<file path="src/rtl/bounce_generator.sv">
// Deterministic pseudo-random bouncing switch source: each request drives out_signal
// to a new level through a burst of toggles, settles, then pulses out_done.
// Optional build macro BOUNCE_GEN_FIXED_GAP_EN makes every gap exactly MIN_GAP cycles.
module bounce_generator #(
  parameter int          NUM_BOUNCES  = 4,
  parameter int          MIN_GAP      = 2,
  parameter int          GAP_BITS     = 3,
  parameter int          SETTLE_TICKS = 64,
  parameter logic [15:0] LFSR_SEED    = 16'hACE1
) (
  input  logic in_clk,
  input  logic in_rst_n,
  input  logic in_start,
  input  logic in_level,
  output logic out_signal,
  output logic out_busy,
  output logic out_done
);

  localparam int TOGGLES = 2 * NUM_BOUNCES + 1;
  localparam int GAP_W   = $clog2(MIN_GAP + 2 ** GAP_BITS) + 1;
  localparam int TOG_W   = $clog2(TOGGLES + 1);
  localparam int SET_W   = $clog2(SETTLE_TICKS) + 1;

  localparam logic [15:0]      LFSR_TAPS  = 16'hB400;
  localparam logic [TOG_W-1:0] TOGGLES_L  = TOG_W'(TOGGLES);
  localparam logic [SET_W-1:0] SETTLE_L   = SET_W'(SETTLE_TICKS);
  localparam logic [GAP_W-1:0] MIN_GAP_L  = GAP_W'(MIN_GAP);

  typedef enum logic [1:0] {
    S_IDLE,
    S_BOUNCE,
    S_GAP,
    S_SETTLE
  } state_e;

  state_e           state_q, state_d;
  logic             signal_q, signal_d;
  logic             busy_q, busy_d;
  logic             done_q, done_d;
  logic [15:0]      lfsr_q, lfsr_d;
  logic [TOG_W-1:0] tog_q, tog_d;
  logic [GAP_W-1:0] gap_q, gap_d;
  logic [SET_W-1:0] settle_q, settle_d;

  logic [TOG_W-1:0] tog_inc;
  logic [GAP_W-1:0] gap_len;

  // Galois step: shift right, fold the tap mask in when the bit shifted out is 1.
  always_comb begin
    lfsr_d = {1'b0, lfsr_q[15:1]} ^ (lfsr_q[0] ? LFSR_TAPS : 16'h0000);
  end

  always_comb begin
`ifdef BOUNCE_GEN_FIXED_GAP_EN
    gap_len = MIN_GAP_L;
`else
    gap_len = MIN_GAP_L + GAP_W'(lfsr_q[GAP_BITS-1:0]);
`endif
  end

  always_comb begin
    tog_inc  = tog_q + TOG_W'(1);
    state_d  = state_q;
    signal_d = signal_q;
    busy_d   = busy_q;
    done_d   = 1'b0;
    tog_d    = tog_q;
    gap_d    = gap_q;
    settle_d = settle_q;

    unique case (state_q)
      S_IDLE: begin
        if (in_start) begin
          if (in_level != signal_q) begin
            state_d = S_BOUNCE;
            busy_d  = 1'b1;
            tog_d   = '0;
          end else begin
            done_d = 1'b1;
          end
        end
      end

      // One toggle per visit; the odd toggle count guarantees the burst lands on the target.
      S_BOUNCE: begin
        signal_d = ~signal_q;
        tog_d    = tog_inc;
        if (tog_inc == TOGGLES_L) begin
          state_d  = S_SETTLE;
          settle_d = SETTLE_L;
        end else begin
          state_d = S_GAP;
          gap_d   = gap_len;
        end
      end

      S_GAP: begin
        if (gap_q <= GAP_W'(1)) begin
          state_d = S_BOUNCE;
          gap_d   = '0;
        end else begin
          gap_d = gap_q - GAP_W'(1);
        end
      end

      S_SETTLE: begin
        if (settle_q <= SET_W'(1)) begin
          state_d  = S_IDLE;
          busy_d   = 1'b0;
          done_d   = 1'b1;
          settle_d = '0;
        end else begin
          settle_d = settle_q - SET_W'(1);
        end
      end

      default: begin
        state_d = S_IDLE;
        busy_d  = 1'b0;
      end
    endcase
  end

  always_ff @(posedge in_clk or negedge in_rst_n) begin
    if (!in_rst_n) begin
      state_q  <= S_IDLE;
      signal_q <= 1'b0;
      busy_q   <= 1'b0;
      done_q   <= 1'b0;
      lfsr_q   <= LFSR_SEED;
      tog_q    <= '0;
      gap_q    <= '0;
      settle_q <= '0;
    end else begin
      state_q  <= state_d;
      signal_q <= signal_d;
      busy_q   <= busy_d;
      done_q   <= done_d;
      lfsr_q   <= lfsr_d;
      tog_q    <= tog_d;
      gap_q    <= gap_d;
      settle_q <= settle_d;
    end
  end

  assign out_signal = signal_q;
  assign out_busy   = busy_q;
  assign out_done   = done_q;

endmodule

</file>
<file path="config.mk">
export PLATFORM = sky130hd
export DESIGN_NAME = bounce_generator
export DESIGN_NICKNAME = d
export VERILOG_FILES = /design/src/rtl/bounce_generator.sv
export SDC_FILE = /design/constraint.sdc
export NUM_CORES = 1
export LEC_CHECK = 0
export ABC_AREA = 1
export BUFFER_PORTS_ARGS = -buffer_cell sky130_fd_sc_hd__buf_2
export CELL_PAD_IN_SITES_DETAIL_PLACEMENT = 1
export CELL_PAD_IN_SITES_GLOBAL_PLACEMENT = 1
export CORE_MARGIN = 2
export CORE_UTILIZATION = 53
export CTS_BUF_LIST = sky130_fd_sc_hd__clkbuf_4
export DETAILED_ROUTE_END_ITERATION = 16
export HOLD_SLACK_MARGIN = 0.15
export PLACE_DENSITY = 0.9
export SYNTH_ARGS = -nofsm -noshare
export SYNTH_HDL_FRONTEND = slang
export SYNTH_SLANG_ARGS = --single-unit
</file>
<file path="constraint.sdc">
create_clock -name in_clk -period 2.35 [get_ports in_clk]
set_input_delay 0.3525 -clock in_clk [delete_from_list [all_inputs] [get_ports in_clk]]
set_output_delay 0.3525 -clock in_clk [all_outputs]
set_load 0.01 [all_outputs]
</file>
# Yosys cells after proc, flatten, opt, wreduce, memory -nomap -nowiden
# Cells that the tools add are included.
dict set report classes {
  eq_ne 11
  n_reduce_logical 10
  n_addsub 4
  bitwise_logic 2
  order_cmp 2
  mux 24
}
# cell n
set op_table {}
lappend op_table {{16-bit 2-to-1 mux} 1}
lappend op_table {{15-bit by 16-bit XOR with 16-bit output} 1}
lappend op_table {{7-bit 2-to-1 mux} 2}
lappend op_table {{7-bit case mux with 2 select lines} 1}
lappend op_table {{2-bit != test (second input constant)} 6}
lappend op_table {{5-bit 2-to-1 mux} 2}
lappend op_table {{5-bit case mux with 2 select lines} 1}
lappend op_table {{2-bit 2-to-1 mux} 4}
lappend op_table {{4-bit 2-to-1 mux} 2}
lappend op_table {{2-bit case mux with 4 select lines} 1}
lappend op_table {{4-bit case mux with 2 select lines} 1}
lappend op_table {{4-bit AND reduction} 2}
lappend op_table {{2-bit nonzero test} 4}
lappend op_table {{7-bit by 1-bit less-or-equal comparator with 1-bit output (second input constant)} 1}
lappend op_table {{1-bit 2-to-1 mux} 7}
lappend op_table {{7-bit by 1-bit subtractor with 7-bit output (second input constant)} 1}
lappend op_table {{5-bit by 1-bit less-or-equal comparator with 1-bit output (second input constant)} 1}
lappend op_table {{5-bit by 1-bit subtractor with 5-bit output (second input constant)} 1}
lappend op_table {{2-bit by 3-bit adder with 4-bit output (first input constant)} 1}
lappend op_table {{4-bit by 1-bit adder with 4-bit output (second input constant)} 1}
lappend op_table {{2-bit == test (second input constant)} 2}
lappend op_table {{4-bit == test (second input constant)} 1}
lappend op_table {{1-bit case mux with 2 select lines} 2}
lappend op_table {{2-bit AND reduction} 2}
lappend op_table {{other kinds (5)} 5}
dict set report totals {
  out_inout_bits 3
  wordCells 61
  ff_bits 37
  inputBits 4
}

# Logic depth before layout (Yosys ltp)
# Gate-level depths: netlist of run 1.
dict set report logic_depth {
  word_depth 4
  mapped_depth 11
  mapped_depth_nobuf 11
}

# Least setup slack after synthesis of run 1
# OpenSTA, ideal clock, no wires.
dict set report synth_timing {
  path_kind {register -> register}
  from {reg tog_q[0]}
  to {reg settle_q[0]}
  path_buffers 0
  setup_ns 0.066
  synth_period_minus_slack_ns 1.386
  arrival_time_ns 1.320
  path_stages_with_launch 9
  slack_ns 0.964
  required_ns 2.284
  path_cell_list {dfrtp_1 ha_1 xnor2_1 nand2_2 nor2_4 inv_4 nand2_8 nand2_2 nand2_1}
}
dict set report synth_via {
  elab_chain_cells 4
}
# item line
set synth_lines {}
lappend synth_lines {{from (decl)} 42} ;# logic [TOG_W-1:0] tog_q, tog_d;
lappend synth_lines {{from (signal assigned)} 141} ;# tog_q <= tog_d;
lappend synth_lines {{4-bit by 1-bit adder with 4-bit output} 63} ;# tog_inc = tog_q + TOG_W'(1);
lappend synth_lines {{4-bit == test} 89} ;# if (tog_inc == TOGGLES_L) begin
lappend synth_lines {{2-bit != test (no line)} -}
lappend synth_lines {{2-bit AND reduction (no line)} -}
lappend synth_lines {{to (signal assigned)} 143} ;# settle_q <= settle_d;
lappend synth_lines {{to (decl)} 44} ;# logic [SET_W-1:0] settle_q, settle_d;
# Every way passes these cells.
# A chain may end at the register's enable or synchronous reset.

# Worst setup path in the final report of run 1
dict set report layout_timing {
  from {reg state_q[1]}
  to {reg settle_q[1]}
}
dict set report layout_via {
  elab_chain_cells 3
  word_cells_on_any_way 6
  cone_classes {eq/ne (3); mux (1); reduce/logical (2)}
}
# item line
set layout_lines {}
lappend layout_lines {{from (decl)} 37} ;# state_e state_q, state_d;
lappend layout_lines {{from (signal assigned)} 136} ;# state_q <= state_d;
lappend layout_lines {{2-bit by 1-bit == test with 1-bit output / 2-bit == test (equally long branches)} 72} ;# unique case (state_q)
lappend layout_lines {{2-bit != test (no line) / 2-bit nonzero test (equally long branches)} -}
lappend layout_lines {{2-bit AND reduction (no line)} -}
# Parallel ways exist; a longest one is shown, timed or not.

==> results.py, run 1 <==
metrics = {
    "worst_setup_path": {
        "crit_family": "simple AND/OR/NAND/NOR gates",
        "path_buf_inv": 2,
        "reg2reg_from": "state_q[1]$_DFFE_PN0P_",
        "critPathKind": "flop to flop",
        "cp.required_ns": 2.61,
        "crit_chain": "inv_1 > ha_1 > inv_1 > nand2_1 > nand2_8 > nand2_2 > nand2_1",
        "startpoint_type": "flop",
        "critPathArrivalTime_ns": 2.02,
        "critPathLaunch": "state_q[1]$_DFFE_PN0P_",
        "cp_max_fo": 9,
        "critPathMaxStageDelay_ns": 0.43,
        "crit_slowest_cell": "dfrtp_1",
        "end_kind": "flop",
    },
    "sta": {
        "relSlewSlack": 0.466,
        "fin_crit_ns": 1.76,
        "setup-violations-final": 0,
        "fin_crit_sh": 0.748,
        "drv_slew": 0,
        "rsz0062_at_grt": "false",
        "hold_viol": 0,
        "setup_tns_ns": 0,
        "skew_ns": 0.0142,
        "fmax_ghz": 0.569,
        "tightestPinTransition_ns": 0.802,
    },
    "yosys": {
        "ys_seq_area_frac": 0.494,
        "syn-num-nets": 226,
        "yosysWarnings": 0,
        "synth_top_cell_by_area": "dfrtp_1",
        "syn_area_per_cell_sq_um": 8.98,
        "synthCells": 211,
        "synth_cell_types": 27,
        "ys_seq_elements": 37,
        "synth_top_area_frac": 0.383,
        "synth_area_sq_um": 1890,
        "synth_area_leaders": "dfrtp_1 38%, nand2_1 11%, dfstp_2 11%, ha_1 7.3%, nand3_1 4.8%",
    },
    "cts": {
        "insertion_delay_ns": 0.36,
        "cts_tree": "built",
        "clkSinkCount": 37,
        "cts_buffer_depth": 2,
        "cts_root_buffer": "clkbuf_4",
        "cts_inserted_buffers": 5,
        "cts_setup_buffers": 0,
        "path_clk_slew_ns": 0.12,
        "htree_levels": 2,
    },
    "routing": {
        "vias_per_cell": 5.29,
        "drc": 0,
        "drtIter0Drc": 66,
        "wl_per_cell_um": 15.8,
        "firstDrtPassIters": 4,
        "num_vias": 1433,
        "wirelength_um": 4290,
        "antenna_left": 0,
    },
    "floorplan": {
        "die_w_um": 63.8,
        "rows": 21,
        "die_h_um": 63.8,
        "boundaryPins": 7,
        "die_area_sq_um": 4070,
        "core_sq_um": 3390,
        "start_util": 0.559,
    },
    "global_routing": {
        "grt_max_degree": 38,
        "grtUsageTotal": 0.246,
        "grt_remaining_overflow": 0,
        "antenna_found_initial": 0,
        "grt_pass1_vias": 1566,
        "grt_pass1_wl_um": 7400,
    },
    "layout": {
        "final_common_cell": "nand2_1",
        "n_antenna_cell": 0,
        "area_growth_syn_to_layout_pct": 8.92,
        "layout-drive-gt1-share": 0.196,
        "instances_no_fill": 271,
        "layout.nets": 239,
        "fin_area_sq_um": 2060,
        "mostFrequentLayoutCells": "57 x nand2_1, 29 x dfrtp_1, 24 x inv_1",
        "fill_cells": 397,
        "fin_util": 0.609,
    },
    "flow_run": {
        "drv_cap": 0,
    },
    "placement": {
        "dp_cells": 262,
        "place_area_sq_um": 1970,
        "port_buffers": 6,
        "hpwl_um": 3070,
        "gp_congestion": 0.825,
    },
    "min_path": {
        "hold_path_startpoint": "in_start",
        "hp-class": "input port to flop",
    },
    "run_status": {
        "status": "finished, final reports clean",
    },
    "power": {
        "pwr_density_cell_nw_per_um2": 1320,
        "vdd_ir_drop_max_mv": 0.647,
        "power_leakage_nw": 1.08,
    },
}
[flip-flops by register name, indices dropped and copies added, names as in the netlist]
name,flops
out_signal,1
tog_q,4
gap_q,5
lfsr_q,16
out_done,1
state_q,2
out_busy,1
settle_q,7
[worst paths after layout]
| kind | depth (start not counted) | to | slack (ns) |
|---|---|---|---|
| setup / recovery | 7 | settle_q[1]$_DFFE_PN0P_ | 0.59 |
| hold / removal | 3 | out_done$_DFF_PN0_ | 0.29 |
| setup reg to reg | 7 | settle_q[1]$_DFFE_PN0P_ | 0.59 |
| hold reg to reg | 0 | lfsr_q[2]$_DFF_PN0_ | 0.35 |
| max in group asynchronous | 2 | lfsr_q[8]$_DFF_PN0_ | 1.23 |
| min in group asynchronous | 2 | out_busy$_DFFE_PN0P_ | 0.60 |
[power breakdown]
part	switching [mW]	internal, mW
Combinational	0.887	0.461
Clock	0.219	0.220
Sequential	0.161	0.780
Total	1.27	1.46
[cell usage after synthesis, drive strengths merged]
library cell   n
nand2         69
dfrtp         29
inv           27
nand3         20
nor2          18
ha            11
dfstp          8
o21ai          8
xor2           6
nand4          3
o21bai         3
xnor2          3
a21oi          2
o22ai          2
buf            1
nor3           1
[cell families (layout without fill, tap and decap cells)]
group	after synthesis	in the layout	share of synthesized area
buffers and inverters	28	42	0.0588
adder cells (fa/ha/maj)	11	11	0.0727
AND/OR/NAND/NOR	111	111	0.283
XOR/XNOR	9	9	0.0416
flip-flops	37	37	0.494
AO/OA/AOI/OAI	15	15	0.0502
[per-layer routing]
layer | GRT usage | wire length [um]
met1 | 0.284 | 1820
met5 | 0 | 0
met2 | 0.438 | 2250
met3 | 0.0528 | 118
met4 | 0.103 | 106
[area by class of cell]
type | instances | area (sq um) | share of cell area
Multi-Input combinational cell | 146 | 847 | 0.411
Clock inverter | 3 | 41.3 | 0.0200
Clock buffer | 5 | 37.5 | 0.0182
Inverter | 27 | 104 | 0.0503
Tap cell | 46 | 57.6 | 0.0279
Timing Repair Buffer | 7 | 40.0 | 0.0194
Sequential cell | 37 | 936 | 0.454
[what timing repair did]
| action | CTS | global route |
|---|---|---|
| gates resized for setup | 0 | 0 |
| hold buffers | 1 | 0 |
| endpoints found under the hold margin | 29 | 0 |
[per-stage QoR]
step,setup slack (ns),total power [mW],hold slack [ns]
3_5_place_dp,0.610,2.26,0.337
2_1_floorplan,0.964,1.92,0.0569
6_report,0.592,2.73,0.286
4_1_cts,0.600,2.75,0.284
3_3_place_gp,0.762,2.13,0.344
5_1_grt,0.460,2.96,0.286
[worst reg2reg max path: stages (launching register included)]
cell,delay [ns]
dfrtp_1,0.43
inv_1,0.09
ha_1,0.43
inv_1,0.13
nand2_1,0.34
nand2_8,0.12
nand2_2,0.08
nand2_1,0.05
Note: power is estimated with default switching activity, not from simulation.
==> run 2: changes to the inputs <==
--- a/config.mk
+++ b/config.mk
@@ -5,16 +5,16 @@
 export SDC_FILE = /design/constraint.sdc
 export NUM_CORES = 1
 export LEC_CHECK = 0
-export ABC_AREA = 1
+export ABC_AREA = 0
 export BUFFER_PORTS_ARGS = -buffer_cell sky130_fd_sc_hd__buf_2
 export CELL_PAD_IN_SITES_DETAIL_PLACEMENT = 1
 export CELL_PAD_IN_SITES_GLOBAL_PLACEMENT = 1
 export CORE_MARGIN = 2
-export CORE_UTILIZATION = 53
+export CORE_UTILIZATION = 46
 export CTS_BUF_LIST = sky130_fd_sc_hd__clkbuf_4
 export DETAILED_ROUTE_END_ITERATION = 16
 export HOLD_SLACK_MARGIN = 0.15
-export PLACE_DENSITY = 0.9
+export PLACE_DENSITY = 0.8
 export SYNTH_ARGS = -nofsm -noshare
 export SYNTH_HDL_FRONTEND = slang
 export SYNTH_SLANG_ARGS = --single-unit
==> constraint.sdc (replaced) <==
create_clock -name in_clk -period 1.5 [get_ports in_clk]
set_input_delay 0.225 -clock in_clk [delete_from_list [all_inputs] [get_ports in_clk]]
set_output_delay 0.225 -clock in_clk [all_outputs]
set_load 0.01 [all_outputs]
==> results.py, run 2 <==
metrics = {
    "run_status": {
        "status": "finished with violations",
        "violations": "setup timing",
    },
    "yosys": {
        "ys_seq_area_frac": 0.543,
        "async_flop_share": 1.00,
        "synth_top_area_frac": 0.421,
        "synth-edff-count": 0,
        "ys_seq_elements": 37,
        "syn-num-nets": 169,
        "yosysMostFrequentCell": "dfrtp_1",
        "syn_area_per_cell_sq_um": 11.2,
        "yosysWarnings": 0,
        "synthCells": 154,
        "synth_cell_types": 36,
        "synth_area_sq_um": 1720,
        "synth_area_leaders": "dfrtp_1 42%, dfstp_2 12%, ha_1 8.0%, o21ai_0 5.5%, nor2_1 2.8%",
        "synth_top_cell_by_area": "dfrtp_1",
        "synth_commonest_cells": "29 x dfrtp_1, 19 x o21ai_0, 13 x nor2_1",
        "synth-main-ff-cell": "dfrtp_1",
    },
    "power": {
        "vdd_ir_drop_max_mv": 1.54,
        "pwr_density_cell_nw_per_um2": 2150,
        "power_leakage_nw": 1.17,
    },
    "cts": {
        "htree_levels": 2,
        "cts_buffer_depth": 2,
        "cts_root_buffer": "clkbuf_4",
        "clkSinkCount": 37,
        "path_clk_slew_ns": 0.12,
        "cts_inserted_buffers": 5,
        "insertion_delay_ns": 0.35,
        "cts_tree": "built",
    },
    "routing": {
        "wl_per_cell_um": 22.7,
        "num_vias": 1503,
        "antenna_left": 0,
        "vias_per_cell": 5.63,
        "wl_met2_um": 3110,
        "firstDrtPassIters": 4,
        "m1WireLength_um": 2460,
        "routed.top_layer": "met4",
        "drc": 0,
        "wirelength_um": 6050,
        "drtIter0Drc": 64,
        "wl_met3_um": 170,
    },
    "global_routing": {
        "grtUsageTotal": 0.249,
        "grt_pass1_wl_um": 7750,
        "grt_max_degree": 38,
        "antenna_found_initial": 0,
        "grt_remaining_overflow": 0,
        "grt_pass1_vias": 1571,
    },
    "worst_setup_path": {
        "critPathKind": "flop to flop",
        "crit_chain": "or3_4 > o41ai_4 > buf_4 > a21oi_1 > o21ai_2 > o31ai_4",
        "critPathArrivalTime_ns": 2.12,
        "rrSetupSlack_ns": -0.38,
        "rr_worst_depth": 6,
        "timing.rr.end": "settle_q[4]$_DFFE_PN0P_",
        "end_kind": "flop",
        "reg2reg_from": "settle_q[4]$_DFFE_PN0P_",
        "cp.required_ns": 1.74,
        "critPathMaxStageDelay_ns": 0.44,
        "startpoint_type": "flop",
        "crit_slowest_cell": "or3_4",
        "cp_max_fo": 4,
    },
    "min_path": {
        "hp-class": "input port to flop",
        "hold_path_end": "out_done$_DFF_PN0_",
        "holdPathStages": 3,
        "hold_path_startpoint": "in_start",
    },
    "floorplan": {
        "die_w_um": 65.2,
        "core_sq_um": 3630,
        "die_h_um": 65.2,
        "boundaryPins": 7,
        "die_area_sq_um": 4250,
        "start_util": 0.474,
        "rows": 22,
    },
    "layout": {
        "n_antenna_cell": 0,
        "area_growth_syn_to_layout_pct": 48.7,
        "layout-drive-gt1-share": 0.575,
        "regMostFlops": "lfsr_q",
        "largest_reg_flops": 16,
        "mostFrequentLayoutCells": "46 x buf_4, 27 x dfrtp_1, 10 x nor2_1, 10 x o21ai_1",
        "layout.nets": 233,
        "reg_top3": "lfsr_q: 16 flops, settle_q: 7 flops, gap_q: 5 flops",
        "final_common_cell": "buf_4",
        "fill_cells": 363,
    },
    "sta": {
        "relSlewSlack": 0.700,
        "skew_ns": 0.0160,
        "setup-violations-final": 16,
        "fin_crit_ns": 1.88,
        "whs_ns": 0.196,
        "hold_viol": 0,
        "fmax_ghz": 0.532,
        "rsz0062_at_grt": "true",
        "fin_crit_sh": 1.25,
        "finalWorstSetupSlack_ns": -0.381,
        "tightestPinTransition_ns": 0.450,
        "drv_slew": 0,
    },
    "flow_run": {
        "drv_cap": 0,
    },
    "placement": {
        "port_buffers": 6,
        "pre_cts_slack_ns": -0.282,
        "hpwl_um": 2990,
        "gp_congestion": 0.811,
    },
}
==> run 2: cells by family (layout without fill, tap and decap cells) <==
| logic type | after synthesis | in the layout | synth area share |
|---|---|---|---|
| xor gates and xnor gates | 6 | 6 | 0.0305 |
| buffers and inverters | 13 | 78 | 0.0290 |
| DFF | 37 | 37 | 0.543 |
| adders and majority gates | 11 | 11 | 0.0799 |
| and+or+nand+nor | 40 | 40 | 0.116 |
| muxes | 1 | 1 | 0.00871 |
| AOI/OAI and AO/OA | 46 | 46 | 0.192 |
==> run 2: per-layer routing <==
metal | up-vias | global-route usage
li1 | 674 | -
met2 | 40 | 0.455
met1 | 762 | 0.283
met3 | 27 | 0.0394
met4 | 0 | 0.115
met5 | - | 0
==> run 2: worst max path at each step <==
stage | from | end | cells past startpoint
6_report | settle_q[4]$_DFFE_PN0P_ | settle_q[4]$_DFFE_PN0P_ | 6
5_1_grt | settle_q[4]$_DFFE_PN0P_ | settle_q[5]$_DFFE_PN0P_ | 6
4_1_cts | settle_q[1]$_DFFE_PN0P_ | settle_q[5]$_DFFE_PN0P_ | 6
3_5_place_dp | state_q[1]$_DFFE_PN0P_ | settle_q[5]$_DFFE_PN0P_ | 7
3_3_place_gp | settle_q[1]$_DFFE_PN0P_ | settle_q[4]$_DFFE_PN0P_ | 8
2_1_floorplan | state_q[1]$_DFFE_PN0P_ | settle_q[5]$_DFFE_PN0P_ | 7
==> run 2: area by class of cell <==
class,count,area (sq um),share of cell area
sequential,37,938,0.366
clock buffer,5,37.5,0.0147
timing repair buffer,58,442,0.172
multi-input combinational,104,1020,0.397
tap,48,60.1,0.0234
inverter,12,45.0,0.0176
clock inverter,3,21.3,0.00830
==> run 2: critical path: cells and delay by family (launching register included) <==
kind	cells	cell delay (ns)
simple gates	1	0.44
buf+inv	1	0.21
flops	1	0.42
compound gates	4	0.70
==> run 2: metrics by stage <==
| stage | TNS (ns) | util | instance area, sq um | total power, mW | instances |
|---|---|---|---|---|---|
| after global placement | -1.65 | 0.577 | 2100 | 3.46 | 240 |
| final | -4.08 | 0.705 | 2560 | 5.50 | 267 |
| after global routing | -5.29 | 0.705 | 2560 | 5.79 | 267 |
| after detailed placement | -3.11 | 0.577 | 2100 | 3.64 | 240 |
| after floorplan | -1.07 | - | 1760 | 2.63 | 154 |
| after CTS | -2.69 | 0.651 | 2360 | 4.68 | 260 |
==> run 2: what timing repair did <==
action | CTS | global route
endpoints found under the setup margin | 19 | 20
setup buffers | 11 | 8
endpoints found under the hold margin | 29 | 0
resized for setup | 33 | 37
pin swaps | 5 | 9
hold buffers | 1 | 0
==> run 2: where the power goes <==
| group | switching (mW) | internal (mW) |
|---|---|---|
| Clock | 0.372 | 0.186 |
| Combinational | 1.86 | 1.66 |
| Sequential | 0.224 | 1.21 |
